--- src/rtl/triumph_dcache_pkg.sv ---
// Shared definitions for the Triumph data cache: FSM state encodings,
// default line count and the byte-merge helper used by the line store.
package triumph_dcache_pkg;

   localparam int unsigned DC_LINES_DEFAULT = 16;

   typedef enum logic [1:0] {
      DC_IDLE    = 2'd0,
      DC_WR_REQ  = 2'd1,
      DC_RD_REQ  = 2'd2,
      DC_RD_WAIT = 2'd3
   } dc_state_e;

   // Replace the bytes of cur selected by be with the matching bytes of upd.
   function automatic logic [31:0] merge_bytes(input logic [31:0] cur,
                                               input logic [31:0] upd,
                                               input logic [3:0]  be);
      logic [31:0] res;
      res = cur;
      for (int unsigned b = 0; b < 4; b++) begin
         if (be[b]) res[8*b +: 8] = upd[8*b +: 8];
      end
      return res;
   endfunction

endpackage

--- src/rtl/triumph_dcache_array.sv ---
// Tag/valid/data storage for the direct-mapped data cache.
// Combinational read port, one byte-enabled write port that also sets the
// line valid and tag; reset invalidates every line.
module triumph_dcache_array
   import triumph_dcache_pkg::*;
#(
   parameter int unsigned LINES = DC_LINES_DEFAULT,
   localparam int unsigned IDX_W = $clog2(LINES),
   localparam int unsigned TAG_W = 30 - IDX_W
) (
   input  logic             clk,
   input  logic             rst_n,
   input  logic [IDX_W-1:0] rd_idx,
   output logic             rd_valid,
   output logic [TAG_W-1:0] rd_tag,
   output logic [31:0]      rd_data,
   input  logic             wr_en,
   input  logic [IDX_W-1:0] wr_idx,
   input  logic [TAG_W-1:0] wr_tag,
   input  logic [31:0]      wr_data,
   input  logic [3:0]       wr_be
);

   logic [LINES-1:0] valid_q;
   logic [TAG_W-1:0] tag_q  [LINES];
   logic [31:0]      data_q [LINES];

   // Valid bits: cleared by reset, set by any line write.
   always_ff @(posedge clk or negedge rst_n) begin
      if (!rst_n) begin
         valid_q <= '0;
      end else if (wr_en) begin
         valid_q[wr_idx] <= 1'b1;
      end
   end

   // Tag and data payload: no reset needed, qualified by the valid bit.
   always_ff @(posedge clk) begin
      if (wr_en) begin
         tag_q[wr_idx]  <= wr_tag;
         data_q[wr_idx] <= merge_bytes(data_q[wr_idx], wr_data, wr_be);
      end
   end

   // Combinational lookup.
   always_comb begin
      rd_valid = valid_q[rd_idx];
      rd_tag   = tag_q[rd_idx];
      rd_data  = data_q[rd_idx];
   end

endmodule

--- src/rtl/triumph_dcache.sv ---
// Triumph MEM-stage data cache: direct-mapped, write-through,
// no-write-allocate, one word per line. Optional performance counters are
// enabled with the TRIUMPH_DCACHE_PERF_EN macro (hit_cnt_o, miss_cnt_o).
module triumph_dcache
   import triumph_dcache_pkg::*;
#(
   parameter int unsigned LINES = DC_LINES_DEFAULT
) (
   input  logic        clk_i,
   input  logic        rst_ni,
   input  logic        req_valid_i,
   input  logic        req_write_i,
   input  logic        req_read_i,
   input  logic [31:0] req_addr_i,
   input  logic [31:0] req_wdata_i,
   input  logic [3:0]  req_be_i,
   output logic        stall_o,
   output logic [31:0] rdata_o,
   output logic        rdata_valid_o,
   output logic        mem_req_valid_o,
   input  logic        mem_req_ready_i,
   output logic        mem_req_write_o,
   output logic [31:0] mem_req_addr_o,
   output logic [31:0] mem_req_wdata_o,
   output logic [3:0]  mem_req_be_o,
   input  logic        mem_rsp_valid_i,
   input  logic [31:0] mem_rsp_rdata_i
`ifdef TRIUMPH_DCACHE_PERF_EN
   ,
   output logic [31:0] hit_cnt_o,
   output logic [31:0] miss_cnt_o
`endif
);

   localparam int unsigned IDX_W = $clog2(LINES);
   localparam int unsigned TAG_W = 30 - IDX_W;

   dc_state_e state, state_next;

   logic [31:0] addr_q, wdata_q;
   logic [3:0]  be_q;
   logic        write_q;

   logic             op_write, op_read, hit;
   logic [IDX_W-1:0] req_idx, fill_idx;
   logic [TAG_W-1:0] req_tag, fill_tag;
   logic             line_valid;
   logic [TAG_W-1:0] line_tag;
   logic [31:0]      line_data;

   logic             latch_wr, latch_rd, load_hit, load_fill;
   logic             arr_we;
   logic [IDX_W-1:0] arr_idx;
   logic [TAG_W-1:0] arr_tag;
   logic [31:0]      arr_data;
   logic [3:0]       arr_be;

   // Byte offset never participates in index/tag.
   logic unused_addr_bits;
   assign unused_addr_bits = ^req_addr_i[1:0];

   assign op_write = req_valid_i & req_write_i;
   assign op_read  = req_valid_i & req_read_i & ~req_write_i;
   assign req_idx  = req_addr_i[2+IDX_W-1:2];
   assign req_tag  = req_addr_i[31:2+IDX_W];
   assign fill_idx = addr_q[2+IDX_W-1:2];
   assign fill_tag = addr_q[31:2+IDX_W];
   assign hit      = line_valid && (line_tag == req_tag);

   assign mem_req_write_o = write_q;
   assign mem_req_addr_o  = addr_q;
   assign mem_req_wdata_o = wdata_q;
   assign mem_req_be_o    = be_q;

   triumph_dcache_array #(
      .LINES (LINES)
   ) u_array (
      .clk      (clk_i),
      .rst_n    (rst_ni),
      .rd_idx   (req_idx),
      .rd_valid (line_valid),
      .rd_tag   (line_tag),
      .rd_data  (line_data),
      .wr_en    (arr_we),
      .wr_idx   (arr_idx),
      .wr_tag   (arr_tag),
      .wr_data  (arr_data),
      .wr_be    (arr_be)
   );

   // FSM state register.
   always_ff @(posedge clk_i or negedge rst_ni) begin
      if (!rst_ni) state <= DC_IDLE;
      else         state <= state_next;
   end

   // Next-state, stall, memory-request valid and line-write steering.
   always_comb begin
      state_next      = state;
      stall_o         = 1'b0;
      mem_req_valid_o = 1'b0;
      latch_wr        = 1'b0;
      latch_rd        = 1'b0;
      load_hit        = 1'b0;
      load_fill       = 1'b0;
      arr_we          = 1'b0;
      arr_idx         = req_idx;
      arr_tag         = req_tag;
      arr_data        = req_wdata_i;
      arr_be          = req_be_i;
      case (state)
         DC_IDLE: begin
            if (op_write) begin
               // Write-through: update a hit line now, never allocate on miss.
               stall_o    = 1'b1;
               latch_wr   = 1'b1;
               arr_we     = hit;
               state_next = DC_WR_REQ;
            end else if (op_read) begin
               if (hit) begin
                  load_hit = 1'b1;
               end else begin
                  stall_o    = 1'b1;
                  latch_rd   = 1'b1;
                  state_next = DC_RD_REQ;
               end
            end
         end
         DC_WR_REQ: begin
            mem_req_valid_o = 1'b1;
            stall_o         = !mem_req_ready_i;
            if (mem_req_ready_i) state_next = DC_IDLE;
         end
         DC_RD_REQ: begin
            mem_req_valid_o = 1'b1;
            stall_o         = 1'b1;
            if (mem_req_ready_i) state_next = DC_RD_WAIT;
         end
         DC_RD_WAIT: begin
            stall_o = !mem_rsp_valid_i;
            if (mem_rsp_valid_i) begin
               arr_we     = 1'b1;
               arr_idx    = fill_idx;
               arr_tag    = fill_tag;
               arr_data   = mem_rsp_rdata_i;
               arr_be     = 4'hF;
               load_fill  = 1'b1;
               state_next = DC_IDLE;
            end
         end
         default: state_next = DC_IDLE;
      endcase
   end

   // Memory-request registers, latched when leaving IDLE.
   always_ff @(posedge clk_i or negedge rst_ni) begin
      if (!rst_ni) begin
         addr_q  <= '0;
         wdata_q <= '0;
         be_q    <= '0;
         write_q <= 1'b0;
      end else if (latch_wr) begin
         addr_q  <= {req_addr_i[31:2], 2'b00};
         wdata_q <= req_wdata_i;
         be_q    <= req_be_i;
         write_q <= 1'b1;
      end else if (latch_rd) begin
         addr_q  <= {req_addr_i[31:2], 2'b00};
         be_q    <= 4'hF;
         write_q <= 1'b0;
      end
   end

   // Registered load data with a one-cycle qualifier pulse.
   always_ff @(posedge clk_i or negedge rst_ni) begin
      if (!rst_ni) begin
         rdata_o       <= '0;
         rdata_valid_o <= 1'b0;
      end else begin
         rdata_valid_o <= load_hit | load_fill;
         if (load_hit)       rdata_o <= line_data;
         else if (load_fill) rdata_o <= mem_rsp_rdata_i;
      end
   end

`ifdef TRIUMPH_DCACHE_PERF_EN
   // Saturating read hit/miss counters.
   always_ff @(posedge clk_i or negedge rst_ni) begin
      if (!rst_ni) begin
         hit_cnt_o  <= '0;
         miss_cnt_o <= '0;
      end else begin
         if (load_hit && (hit_cnt_o != '1))  hit_cnt_o  <= hit_cnt_o + 32'd1;
         if (latch_rd && (miss_cnt_o != '1)) miss_cnt_o <= miss_cnt_o + 32'd1;
      end
   end
`endif

endmodule

--- config.mk ---
export PLATFORM = sky130hd
export DESIGN_NAME = triumph_dcache
export DESIGN_NICKNAME = d
export VERILOG_FILES = /design/src/rtl/triumph_dcache_pkg.sv /design/src/rtl/triumph_dcache_array.sv /design/src/rtl/triumph_dcache.sv
export SDC_FILE = /design/constraint.sdc
export NUM_CORES = 1
export LEC_CHECK = 0
export CORE_ASPECT_RATIO = 2
export CORE_UTILIZATION = 45
export DETAILED_ROUTE_END_ITERATION = 10
export PLACE_DENSITY = 0.72
export SKIP_LAST_GASP = 1
export SLEW_MARGIN = 10
export SYNTH_ARGS = -nofsm -noshare
export SYNTH_HDL_FRONTEND = slang
export SYNTH_SLANG_ARGS = --single-unit
--- constraint.sdc ---
create_clock -name clk_i -period 3.9 [get_ports clk_i]
set_input_delay 0.78 -clock clk_i [delete_from_list [all_inputs] [get_ports clk_i]]
set_output_delay 0.78 -clock clk_i [all_outputs]
set_load 0.05 [all_outputs]
* Yosys cells after proc, flatten, opt, wreduce, memory -nomap -nowiden
Memories as Yosys holds them, arrays and structs flattened.
Index checks and enable logic that the tools add are counted.
** Cells by class
- Add/subtract/negate cells :: 0
- Multiply operators :: 0
- Divide/modulo/power cells :: 0
- Magnitude comparators :: 3
- Equal/unequal tests :: 13
- Shift-type cells :: 0
- Multiplexer cells :: 54
- Bitwise logic cells :: 6
- Reductions and logical operators :: 13
** Operators by type and width (count)
- 32-bit 2-to-1 mux :: 6
- 8-bit 2-to-1 mux :: 8
- 26-bit 2-to-1 mux :: 2
- 26-bit == test :: 1
- 4-bit 2-to-1 mux :: 6
- 1-bit 2-to-1 mux :: 21
- 16-bit bitwise OR :: 1
- 2-bit inequality test, second input constant :: 7
- 2-bit 2-to-1 mux :: 6
- 4-bit by 5-bit < comparator with 1-bit output, second input constant :: 2
- 2-bit case mux with 4 select lines :: 1
- 2-bit AND reduction :: 4
- 3-bit inequality test, second input constant :: 2
- 5-bit AND reduction :: 1
- 1-bit binary-select mux with 4-bit select :: 1
- 1-bit demux with 4-bit select :: 1
- 2-bit == test, second input constant :: 2
- 4-bit by 1-bit greater-or-equal comparator with 1-bit output, second input constant :: 1
- 1-bit case mux with 4 select lines :: 1
- 2-bit nonzero test :: 2
- 1-bit bitwise AND :: 3
- 2-bit by 1-bit == test with 1-bit output, second input constant :: 1
- 1-bit logical AND :: 2
- 1-bit zero test :: 2
- other kinds (5) :: 5
** Word-level totals
- Flip-flop bits (word level) :: 120
- Bits in latches :: 0
- Bits in writable memories :: 928
- Bits in read-only memories :: 0
- Bits of input ports :: 107
- Word-level logic and storage cells :: 99
- Memories :: 2
** Memory list
- u_array.data_q :: depth 16, width 32, rd ports 1, clocked after Yosys merged registers in 0, write ports 1, line triumph_dcache_array.sv:26 : logic [31:0] data_q [LINES];
- u_array.tag_q :: depth 16, width 26, rd ports 1, clocked after Yosys merged registers in 0, write ports 1, line triumph_dcache_array.sv:25 : logic [TAG_W-1:0] tag_q [LINES];

* Longest topological paths before layout
Gate-level depths: netlist (run 1).
- Word-level depth :: 9
- Depth in mapped cells :: 16

* Modules after synthesis
Synthesis (run 1) repeated with hierarchy kept, for this count alone.
** Second synthesis, totals
- Cell total of the unflattened synthesis :: 1981
- Area, all modules :: 41035.6 um^2
** By module, submodules not included
- triumph_dcache_array :: instances 1, cells each 1547, area each 35710.5 um^2
- triumph_dcache :: instances 1, cells each 434, area each 5325.1 um^2

* Least setup slack after synthesis (run 1)
OpenSTA, ideal clock, no wires.
- Kind :: input port to flip-flop
- Start point :: input port req_addr_i[2]
- End point :: memory u_array.tag_q[2][0] in the netlist's numbering (enable)
- Library setup time :: 0.409 ns
- Arrival :: 4.576 ns
- Data required time :: 3.491 ns
- Setup slack :: -1.085 ns
- Cell stages on the path :: 13
- Cells stage by stage :: buf_6 -> buf_6 -> buf_2 -> mux4_2 -> a221oi_1 -> xor2_1 -> nand4_1 -> nor4_4 -> nand4_2 -> o31a_1 -> clkbuf_1 -> clkbuf_1 -> nor2_1
** Between the ends
- Cells in the longest elaborated chain, start to end :: 7
** Ends and longest elaborated chain
- from (decl) :: line triumph_dcache.sv:14 : input logic [31:0] req_addr_i,
- memory 16 x 26 bit or 1-bit binary-select mux with 4-bit select (tied branches)
- 26-bit == test or 1-bit 2-to-1 mux (tied branches) :: line triumph_dcache.sv:68, triumph_dcache_array.sv:47
- 1-bit logical AND :: line triumph_dcache.sv:68 : assign hit = line_valid && (line_tag == req_tag);
- 1-bit 2-to-1 mux :: line triumph_dcache.sv:113 : if (op_write) begin
- 1-bit case mux with 2 select lines :: line triumph_dcache.sv:111 : case (state)
- 1-bit 2-to-1 mux :: line triumph_dcache_array.sv:39 : if (wr_en) begin
- 1-bit 2-to-1 mux (not written as such) :: line triumph_dcache_array.sv:40 : tag_q[wr_idx] <= wr_tag;
- to (decl) :: line triumph_dcache_array.sv:25
Parallel ways exist; a longest one is shown, timed or not. The select of a mux whose other input is x is not followed.

* Worst setup path after layout (run 1)
- Start point :: input port req_addr_i[5]
- End point :: output port stall_o
** Between the ends
- Cells in the longest elaborated chain, start to end :: 7
** Ends and longest elaborated chain
- memory 16 x 26 bit or 1-bit binary-select mux with 4-bit select (tied branches)
- 26-bit == test or 1-bit 2-to-1 mux (tied branches) :: line triumph_dcache.sv:68, triumph_dcache_array.sv:47
- 1-bit logical AND (*) :: line triumph_dcache.sv:68
- 1-bit 2-to-1 mux (*) :: line triumph_dcache.sv:120 : if (hit) begin
- 1-bit 2-to-1 mux (*) :: line triumph_dcache.sv:119 : end else if (op_read) begin
- 1-bit 2-to-1 mux (*) :: line triumph_dcache.sv:113
- 1-bit case mux with 4 select lines (*) :: line triumph_dcache.sv:111
- to (decl) :: line triumph_dcache.sv:17 : output logic stall_o,
Every way passes the cells marked *; elsewhere a longest branch is shown, timed or not. The select of a mux whose other input is x is not followed.

==> metrics.md, run 1 <==
| Metric | Value |
|---|---|
| Outcome | complete, but fails checks |
| Failing checks | negative setup slack |
| Synth Area in Adders | 0.119% |
| Vias in the first global route | ~24000 |
| Clock-pin slew on the worst setup and hold paths | approximately 0.07 ns |
| Synth warn | 0 |
| Met1 WL | ~36000 um |
| Most frequent cells in the layout | 928 x edfxtp_1, 275 x nand2_1, 235 x mux4_2 |
| Crit path top cell by count | buf_4 |
| First-pass detailed-route iteration total | 6 |
| Root buffer cell | clkbuf_16 |
| Congestion Overflow GR | 0 |
| Max-cap violations | 0 |
| Place WS | -0.904 ns |
| DRC Markers | 0 |
| Routability cong. | around 0.86 |
| Row cnt | between 150 and 200 |
| Nets | between 2000 and 3000 |
| Total Routing Usage GR | 22.9% |
| Commonest non-fill, non-tap cell in the layout | edfxtp_1 |
| Pint | between 0.02 and 0.025 W |
| Post-synthesis xor/xnor area fraction | less than 1% |
| CP endpoint kind | primary output |
| I/O Buffers | approximately 210 |
| DRT iter0 DRCs | 2100 |
| Share of layout cells above drive strength 1 | between 30% and 40% |
| Max Root-Sink Buffers | 3 |
| Power per cell area | roughly 550 nW/um^2 |
| Synth Flop Type | edfxtp_1 |
| CTS Hold Buffers Added | 0 |
| Fmax | approximately 0.23 GHz |
| Post-route ant nets | 0 |
| Unrepaired setup endpoints after global routing | true |
| Setup Skew | approximately 0.033 ns |
| Critical R2R Capture | rdata_o[18] |
| Sequential share of the synthesized area | roughly three quarters |
| Period utilization | 114% |
| Final-report hold violation count | 0 |
| Post-route setup slack | -0.536 ns |
| Drt total wl | around 110000 um |
| Storage element area | between 30000 and 40000 um^2 |
| Sequential power share | 46.4% |
| Design Power | 0.0295 W |
| Complex-gate fraction of the synthesized area | roughly 2.4% |
| Die Span Y | approximately 430 um |
| Post-synthesis cell count | roughly 2200 |
| Setup crit start kind | input pin |
| Non-Filler Instances | about 4000 |
| Number of flops mapped to enable cells by yosys | around 930 |
| Yosys cell types | 70 |
| IR drop worst, VDD | between 600 and 700 uV |
| Hold crit path type | input pin to async pin |
| P_sw | roughly 0.0087 W |
| Reg2Reg Depth | 19 |
| Synthesis-to-finish area growth | 27.4% |
| Synth area leader | edfxtp_1 |
| CP Max Fanout | 10 |
| Via Count | ~23000 |
| Post-Synth Simple-Gate Area | under 10% |
| Worst path top cell family by delay | buffers and inverters |
| Relative slew slack | between 10% and 20% |
| Total leakage power | around 19 nW |
| Launching point of the worst reg2reg path | u_array.tag_q[11][20] |
| Worst R2R Setup Slack | -0.38 ns |
| Fin crit period | 4.44 ns |
| Initial core utilization | a little under half |
| Combinational Power Share | 22.5% |
| Fin Setup TNS | -337.12 ns |
| Worst Path Buf+Inv | 6 |
| Critical Path, Cell by Cell | buf_2 -> buf_4 -> nor2b_1 -> buf_4 -> a22oi_1 -> a21boi_0 -> nor4b_2 -> a31o_2 -> nor4b_4 -> buf_4 -> nand4_4 -> buf_6 -> nand4b_1 -> a31oi_4 -> buf_6 |
| Initial antenna violation count | 1 |
| Post-DP HPWL | approximately 70000 um |
| Ys async rst share | a little under an eighth |
| Top Layer Used | met4 |
| Yosys reg bits | roughly 1000 |
| Largest family of logic cells by synthesized area | multiplexers |
| Routed len/inst | 26.7 um |
| Worst Tran Pin Value | approximately 1.3 ns |
| Total CTS buffers | between 80 and 90 |
| H-Tree Depth | 3 |
| CP startpoint | req_addr_i[5] |
| Via density | between 5 and 6 |
| Max incr delay on CP | 0.34 ns |
| Finished Core Util | approximately 58% |
| Filler Cell Count | 6696 |
| Clock insertion delay at the later pin of the skew report | 0.69 ns |
| First-pass GRT wire length | between 150000 and 200000 um |
| Inst Count DP | between 3000 and 4000 |
| Die width | approximately 220 um |
| Worst EP arrival | 3.66 ns |
| DIE AREA | between 90000 and 100000 um^2 |
| Multi-input logic area | between 10000 and 15000 um^2 |
| Clk pwr share | about 31% |
| Synth top area cells | edfxtp_1 66%, mux4_2 13%, dfrtp_1 7.0% |
| DR WL met2 | 59700 um |
| Sw Ratio | roughly 29% |
| Final Max Tran Viols | 0 |
| Number of cells on the critical path | 15 |
| CORE AREA | between 90000 and 100000 um^2 |
| CTS tree | done |
| Req. time, crit path | between 3 and 4 ns |
| Avg Synthesized Cell Area | about 19 um^2 |
| Setup violators final | between 900 and 1000 |
| CTS sink cnt | 1046 |
| IO Pins | between 200 and 250 |
| Met3 routed WL | between 5000 and 6000 um |
| Synth top area share | 66.3% |
| Critical path class | input pin to primary output |
| Synthesized cell area | about 42000 um^2 |
| Largest net degree at the start of global routing | 79 |
| Multiplexer share of the synthesized area | 17.4% |
| Slowest-stage cell, CP | nor4b_2 |
-- synth_stat cells (all sizes together) (4+ instances only) --
master and count:
nor4 4, a22oi 16, nor2 29, a32oi 5, o22ai 4, o21ai 34
xor2 16, and2 5, mux2 98, mux4 235, ha 4, a21boi 4
inv 8, a22o 6, nor2b 7, edfxtp 928, nand3 8, xnor2 15
mux2i 81, dfrtp 118, a21oi 6, o211ai 5, buf 57, clkbuf 67
o21bai 13, nand4 5, nand2 277, nor3 73, a221oi 16, a31o 6
nand2b 9
-- routing by layer --
metal	up-vias	track usage, %
li1	9864	-
met1	11800	24.3
met2	918	43.3
met3	252	2.68
met4	0	12.6
met5	-	0
-- final cells by class --
type | count | share of cell area [%]
antenna | 2 | 0.00934
clock buffer | 104 | 4.28
clock inverter | 56 | 1.27
inverter | 9 | 0.0631
multi-input combinational | 1023 | 21.9
sequential | 1046 | 57.5
tap | 1200 | 2.80
timing repair buffer | 547 | 12.2
-- sequential cells by signal, summed over array words and instances, names as in the netlist --
| name | flops |
|---|---|
| mem_req_addr_o | 30 |
| mem_req_be_o | 4 |
| mem_req_wdata_o | 32 |
| mem_req_write_o | 1 |
| rdata_o | 32 |
| rdata_valid_o | 1 |
| state | 2 |
| u_array.data_q | 512 |
| u_array.tag_q | 416 |
| u_array.valid_q | 16 |
-- through the flow --
step	area [um^2]	hold slack, ns
after floorplan	43100	0.437
after global placement	49300	0.449
after detailed placement	49300	0.463
after CTS	53300	0.177
after global routing	53600	0.215
final	53600	0.143
-- power by group through the flow --
stage	sequential, W	clock, W	combinational [W]
after floorplan	0.0156	0	0.00244
after global placement	0.0139	0	0.00629
after detailed placement	0.0139	0	0.00644
after CTS	0.0137	0.00930	0.00663
after global routing	0.0138	0.00965	0.00699
final	0.0137	0.00917	0.00663
-- cells by family after synthesis --
family,Yosys count
adder cells (fa/ha/maj),4
AND/OR/NAND/NOR,434
XOR/XNOR,31
flip-flops,1046
multiplexers,414
buffers and inverters,133
AO/OA/AOI/OAI,138
other,1
-- worst max-delay path by stage --
stage,to,slack (ns)
after floorplan,u_array.tag_q[0][0],-0.24
after global placement,u_array.data_q[12][24],-0.96
after detailed placement,u_array.data_q[5][9],-0.90
after CTS,stall_o,-0.55
after global routing,stall_o,-0.61
final,stall_o,-0.54
-- worst reg2reg max path: stages, from the launching register on --
cell and delay (ns):
edfxtp_1 0.38, mux4_2 0.49, a22o_1 0.26, a221oi_2 0.25, xor2_1 0.18, nand4_1 0.13
buf_6 0.17, nor4_4 0.12, buf_4 0.19, nand4_4 0.13, buf_4 0.18, buf_6 0.10
buf_6 0.10, buf_6 0.10, buf_6 0.11, buf_12 0.11, or4_4 0.52, buf_4 0.18
buf_16 0.15, mux2_4 0.30
-- timing repair --
action | CTS | global route
hold endpoints to repair | 0 | 0
gates cloned | 15 | 4
buffers inserted | 37 | 8
resized for setup | 68 | 27
setup endpoints to repair | 961 | 962
pin swaps | 18 | 18
No activity file was read; power rests on OpenSTA's default activity.
==> run 2: changes to the inputs <==
- DONT_BUFFER_PORTS: not set -> 1
- PLACE_DENSITY: 0.72 -> 0.69
==> run 2 against run 1 <==
  * Highest routed layer unchanged
  * Die area is the same
  * Combinational power is 50% lower
  * Global-route usage fell by 1.3 points
  * Sequential share of layout area is 4.0 points higher
  * Clock skew increased by 0.014 ns
  * Critical path type unchanged
  * Register-to-register slack better by 0.38 ns
  * Critical path depth is 4 lower
  * Flip-flop and latch count did not move
  * Clock power rose by 1%
  * Via count fell by 6.9%
  * Non-clock buffer count is 342 lower
  * Cell area down 6.5%
  * The flow finishes with violations (negative hold slack, negative setup slack)
==> metrics.md, run 2 (same netlist as run 1, synthesis figures left out) <==
| Metric | Value |
|---|---|
| Final Max Tran Viols | 0 |
| Met3 routed WL | roughly 5600 um |
| Max incr delay on CP | 0.56 ns |
| Congestion Overflow GR | 0 |
| Non-Filler Instances | between 3000 and 4000 |
| Routed len/inst | around 28 um |
| Via Count | approximately 21000 |
| Worst R2R Setup Slack | 0 ns |
| Power per cell area | between 500 and 600 nW/um^2 |
| Reg2Reg Depth | 14 |
| Clock-pin slew on the worst setup and hold paths | around 0.07 ns |
| Worst Tran Pin Value | ~1.4 ns |
| Commonest non-fill, non-tap cell in the layout | edfxtp_1 |
| First-pass GRT wire length | 147000 um |
| CP startpoint | req_addr_i[2] |
| Launching point of the worst reg2reg path | u_array.tag_q[8][0] |
| Via density | 5.83 |
| Final-report hold violation count | 9 |
| Top Layer Used | met4 |
| Setup Skew | 0.0473 ns |
| Period utilization | 107% |
| Critical Path, Cell by Cell | mux4_2 -> mux2i_1 -> buf_4 -> xnor2_2 -> nor3_1 -> a31o_2 -> nor4b_2 -> buf_4 -> nand4_4 -> nand4b_1 -> a31oi_4 |
| Share of layout cells above drive strength 1 | 32.5% |
| Initial antenna violation count | 0 |
| Relative slew slack | 3.72% |
| Nets | 2487 |
| Outcome | complete, but fails checks |
| DR WL met2 | around 57000 um |
| CP endpoint kind | primary output |
| Req. time, crit path | 3.12 ns |
| Number of cells on the critical path | 11 |
| Row cnt | approximately 160 |
| Routability cong. | 0.821 |
| Root buffer cell | clkbuf_16 |
| Max-cap violations | 0 |
| CORE AREA | between 90000 and 100000 um^2 |
| DIE AREA | ~95000 um^2 |
| Total CTS buffers | 90 |
| Fin crit period | 4.17 ns |
| Design Power | between 0.02 and 0.03 W |
| Total Routing Usage GR | 21.6% |
| Max Root-Sink Buffers | 3 |
| CP Max Fanout | 275 |
| Clk pwr share | between 30% and 40% |
| Inst Count DP | approximately 3500 |
| Biggest regs | u_array.data_q x512, u_array.tag_q x416 |
| Critical path class | input pin to primary output |
| Worst EP arrival | 3.39 ns |
| Worst Path Buf+Inv | 2 |
| CTS tree | done |
| Setup crit start kind | input pin |
| Critical R2R Capture | u_array.tag_q[10][6] |
| CP endpoint | stall_o |
| Worst path top cell family by delay | multiplexers |
| Largest net degree at the start of global routing | between 200 and 300 |
| Clock insertion delay at the later pin of the skew report | around 0.70 ns |
| Synthesis-to-finish area growth | 19.1% |
| Hold crit path type | input pin to async pin |
| Post-route ant nets | 0 |
| I/O Buffers | 0 |
| Post-DP HPWL | about 66000 um |
| Met1 WL | about 35000 um |
| Combinational Power Share | a little under an eighth |
| P_sw | between 0.008 and 0.009 W |
| CTS sink cnt | 1046 |
| Inserted Diodes | 0 |
| Worst hold slack | -0.00474 ns |
| DRC Markers | 0 |
| Finished Core Util | 54.0% |
| Max reg flops | roughly 510 |
| Fmax | between 0.2 and 0.25 GHz |
| Die width | ~220 um |
| H-Tree Depth | 3 |
| Crit path top cell by count | buf_4 |
| Setup violators final | 3 |
| Unrepaired setup endpoints after global routing | true |
| IR drop worst, VDD | approximately 540 uV |
| Fin Setup TNS | -0.270 ns |
| Pint | 0.0197 W |
| Failing checks | negative hold slack, negative setup slack |
| Post-route setup slack | -0.266 ns |
| DRT iter0 DRCs | between 1500 and 2000 |
| Most frequent cells in the layout | 928 x edfxtp_1, 275 x nand2_1, 235 x mux4_2 |
| Vias in the first global route | about 23000 |
| Die Span Y | roughly 430 um |
| Register with the most flip-flops | u_array.data_q |
| IO Pins | 211 |
| Drt total wl | roughly 100000 um |
| Initial core utilization | 45.3% |
| First-pass detailed-route iteration total | 5 |
| Sw Ratio | 29.9% |
| Total leakage power | 17.5 nW |
| Slowest-stage cell, CP | mux4_2 |
| Sequential power share | 55.3% |
## run 2: cell type report
class	count	area (um^2)
Fill cell	7024	42700
Sequential cell	1046	30800
Multi-Input combinational cell	1024	11600
Timing Repair Buffer	205	3060
Clock buffer	109	2350
Tap cell	1200	1500
Clock inverter	59	718
Inverter	9	33.8
## run 2: through the flow
step / setup WS (ns) / area (um^2)
4_1_cts: -0.312 / 49500
5_1_grt: -0.408 / 50100
2_1_floorplan: -0.244 / 43100
6_report: -0.266 / 50100
3_5_place_dp: -0.498 / 46300
3_3_place_gp: -0.506 / 46300
## run 2: worst min path at each step
stage,cells after the start,slack (ns),to,start
2_1_floorplan,1,0.44,u_array.valid_q[0],u_array.valid_q[0]
3_3_place_gp,1,0.45,u_array.valid_q[8],u_array.valid_q[8]
3_5_place_dp,1,0.46,u_array.valid_q[13],u_array.valid_q[13]
4_1_cts,1,0.03,rdata_o[10],rst_ni
5_1_grt,1,0.05,rdata_o[8],rst_ni
6_report,1,-0.005,rdata_o[7],rst_ni
## run 2: power by group through the flow
stage / Sequential (W) / Combinational [W] / Clock (W)
4_1_cts: 0.0156 / 0.00325 / 0.00940
6_report: 0.0156 / 0.00330 / 0.00927
3_3_place_gp: 0.0158 / 0.00304 / 0
3_5_place_dp: 0.0158 / 0.00320 / 0
5_1_grt: 0.0157 / 0.00357 / 0.00981
2_1_floorplan: 0.0156 / 0.00244 / 0
## run 2: routing by layer
metal  vias up  GRT usage [%]
met2       761           41.0
met3       195           3.21
met1     11200           23.2
li1       9181              -
met5         -              0
met4         0           9.84
## run 2: timing repair
action,4_1_cts,5_1_grt
setup buffers,2,6
hold buffers,1,0
cloned,0,14
endpoints found under the setup margin,1,964
pin swaps,5,11
hold endpoints to repair,118,0
resized for setup,10,27
==> run 3: changes to the inputs <==
- CAP_MARGIN: not set -> 20
==> run 3 against run 2 <==
  * The flow still finishes with violations (negative hold slack, negative setup slack)
  * Global-route usage stayed put
  * Cell area about the same
  * Die area did not move
  * First-iteration DRC count is 2.9% lower
  * Clock power about the same
  * Clock-buffer cell count unchanged
  * Combinational power is essentially flat
  * Worst setup slack lost 0.11 ns
  * Core utilization barely moved
  * Sequential share of layout area about the same
  * Largest cell class unchanged
==> metrics.md, run 3 (same netlist as run 1, synthesis figures left out) <==
| Metric | Value |
|---|---|
| Hold crit path type | input pin to async pin |
| Max-cap violations | 0 |
| Die Span Y | about 430 um |
| Non-Filler Instances | 3654 |
| Routability cong. | 0.821 |
| Nets | around 2500 |
| Inserted Diodes | 0 |
| CTS tree | done |
| Max Root-Sink Buffers | 3 |
| Total leakage power | about 17 nW |
| Unrepaired setup endpoints after global routing | true |
| Critical path class | input pin to primary output |
| Design Power | approximately 0.028 W |
| Final Max Tran Viols | 0 |
| Storage element area | between 30000 and 40000 um^2 |
| Commonest non-fill, non-tap cell in the layout | edfxtp_1 |
| Drt total wl | a little over 100000 um |
| Fin Setup TNS | -5.56 ns |
| Total Routing Usage GR | 21.6% |
| Power per cell area | 562 nW/um^2 |
| Outcome | complete, but fails checks |
| Biggest regs | u_array.data_q x512, u_array.tag_q x416 |
| IO Pins | around 210 |
| Vias in the first global route | between 20000 and 25000 |
| Fin crit period | 4.28 ns |
| Filler Cell Count | 7023 |
| Initial antenna violation count | 0 |
| Place WS | -0.498 ns |
| Setup crit start kind | input pin |
| First-pass GRT wire length | between 100000 and 150000 um |
| First-pass detailed-route iteration total | 6 |
| Register with the most flip-flops | u_array.data_q |
| DIE AREA | approximately 95000 um^2 |
| Final-report hold violation count | 9 |
| Largest net degree at the start of global routing | ~280 |
| Multi-input logic area | ~12000 um^2 |
| Post-route ant nets | 0 |
| CP endpoint kind | primary output |
| Via Count | 21300 |
| Worst hold slack | -0.00405 ns |
| CP Max Fanout | ~280 |
| H-Tree Depth | 3 |
| DRC Markers | 0 |
| Worst EP arrival | 3.50 ns |
| Post-DP HPWL | approximately 66000 um |
| Total CTS buffers | 90 |
| I/O Buffers | 0 |
| Fmax | around 0.23 GHz |
| Clock-pin slew on the worst setup and hold paths | 0.07 ns |
| Row cnt | between 150 and 200 |
| Congestion Overflow GR | 0 |
| CORE AREA | around 90000 um^2 |
| Worst Tran Pin Value | approximately 1.4 ns |
| Most frequent cells in the layout | 928 x edfxtp_1, 275 x nand2_1, 235 x mux4_2 |
| Failing checks | negative hold slack, negative setup slack |
| Initial core utilization | a little under half |
| Synthesis-to-finish area growth | 19.1% |
| Routed len/inst | 27.9 um |
| Share of layout cells above drive strength 1 | between 30 and 40% |
| Setup violators final | between 200 and 300 |
| Root buffer cell | clkbuf_16 |
| IR drop worst, VDD | 536 uV |
| Period utilization | 110% |
| Inst Count DP | 3462 |
| Req. time, crit path | 3.12 ns |
| DRT iter0 DRCs | roughly 1600 |
| Reg2Reg Depth | 14 |
| Clock insertion delay at the later pin of the skew report | roughly 0.71 ns |
| Post-route setup slack | -0.377 ns |
| Relative slew slack | 5.62% |
| Die width | approximately 220 um |
| Max reg flops | 512 |
| CTS sink cnt | between 1000 and 1500 |
| Finished Core Util | between 50% and 60% |
| Via density | ~5.8 |
| Setup Skew | approximately 0.047 ns |
run 3: final cells by class:
cell class,instances,area share (%)
flip-flops and latches,1046,61.6
clock inverters,59,1.43
well taps,1200,3.00
inverters,9,0.0675
clock buffers,109,4.70
multi-input cells,1024,23.1
repair buffers,207,6.13
run 3: worst paths after layout:
check                                     from                   end  slack, ns
min                                     rst_ni            rdata_o[7]     -0.004
max reg2reg                u_array.tag_q[8][0]  u_array.tag_q[10][6]      -0.02
max                              req_addr_i[2]               stall_o      -0.38
max in group asynchronous               rst_ni    mem_req_addr_o[27]       3.26
min in group clk_i                 req_write_i       mem_req_be_o[3]       0.21
min reg2reg                 u_array.valid_q[9]    u_array.valid_q[9]       0.48
run 3: where the power goes:
group,total [W],leakage [nW],switching [W],internal (W)
clock,0.00928,1.49,0.00416,0.00512
combinational,0.00330,6.19,0.00191,0.00139
sequential,0.0156,9.79,0.00233,0.0132
total,0.0281,17.5,0.00840,0.0197
run 3: critical path, stage by stage:
cell	delay (ns)
mux4_2	0.61
mux2i_1	0.16
buf_4	0.15
xnor2_2	0.15
nor3_1	0.10
a31o_2	0.23
nor4b_2	0.15
buf_4	0.17
nand4_4	0.14
nand4b_1	0.20
a31oi_4	0.44
run 3: repair_timing:
| item | CTS | global route |
|---|---|---|
| buffers inserted | 2 | 6 |
| pin swaps | 5 | 11 |
| hold buffers | 1 | 0 |
| hold endpoints to repair | 118 | 0 |
| resized for setup | 10 | 27 |
| cloned | 0 | 14 |
| setup endpoints to repair | 1 | 964 |
run 3: routing by layer:
layer,global-route usage (%),part of all wire (%),up-vias
li1,-,-,9185
met1,23.2,34,11200
met2,41.0,56,777
met3,3.21,5.6,193
met4,9.84,4.5,0
met5,0,0,-
run 3: through the flow:
step                area, um^2  hold WS [ns]
floorplan                43100         0.437
CTS                      49500        0.0262
global placement         46300         0.447
detailed placement       46300         0.462
global route             50100        0.0534
finish                   50100      -0.00405
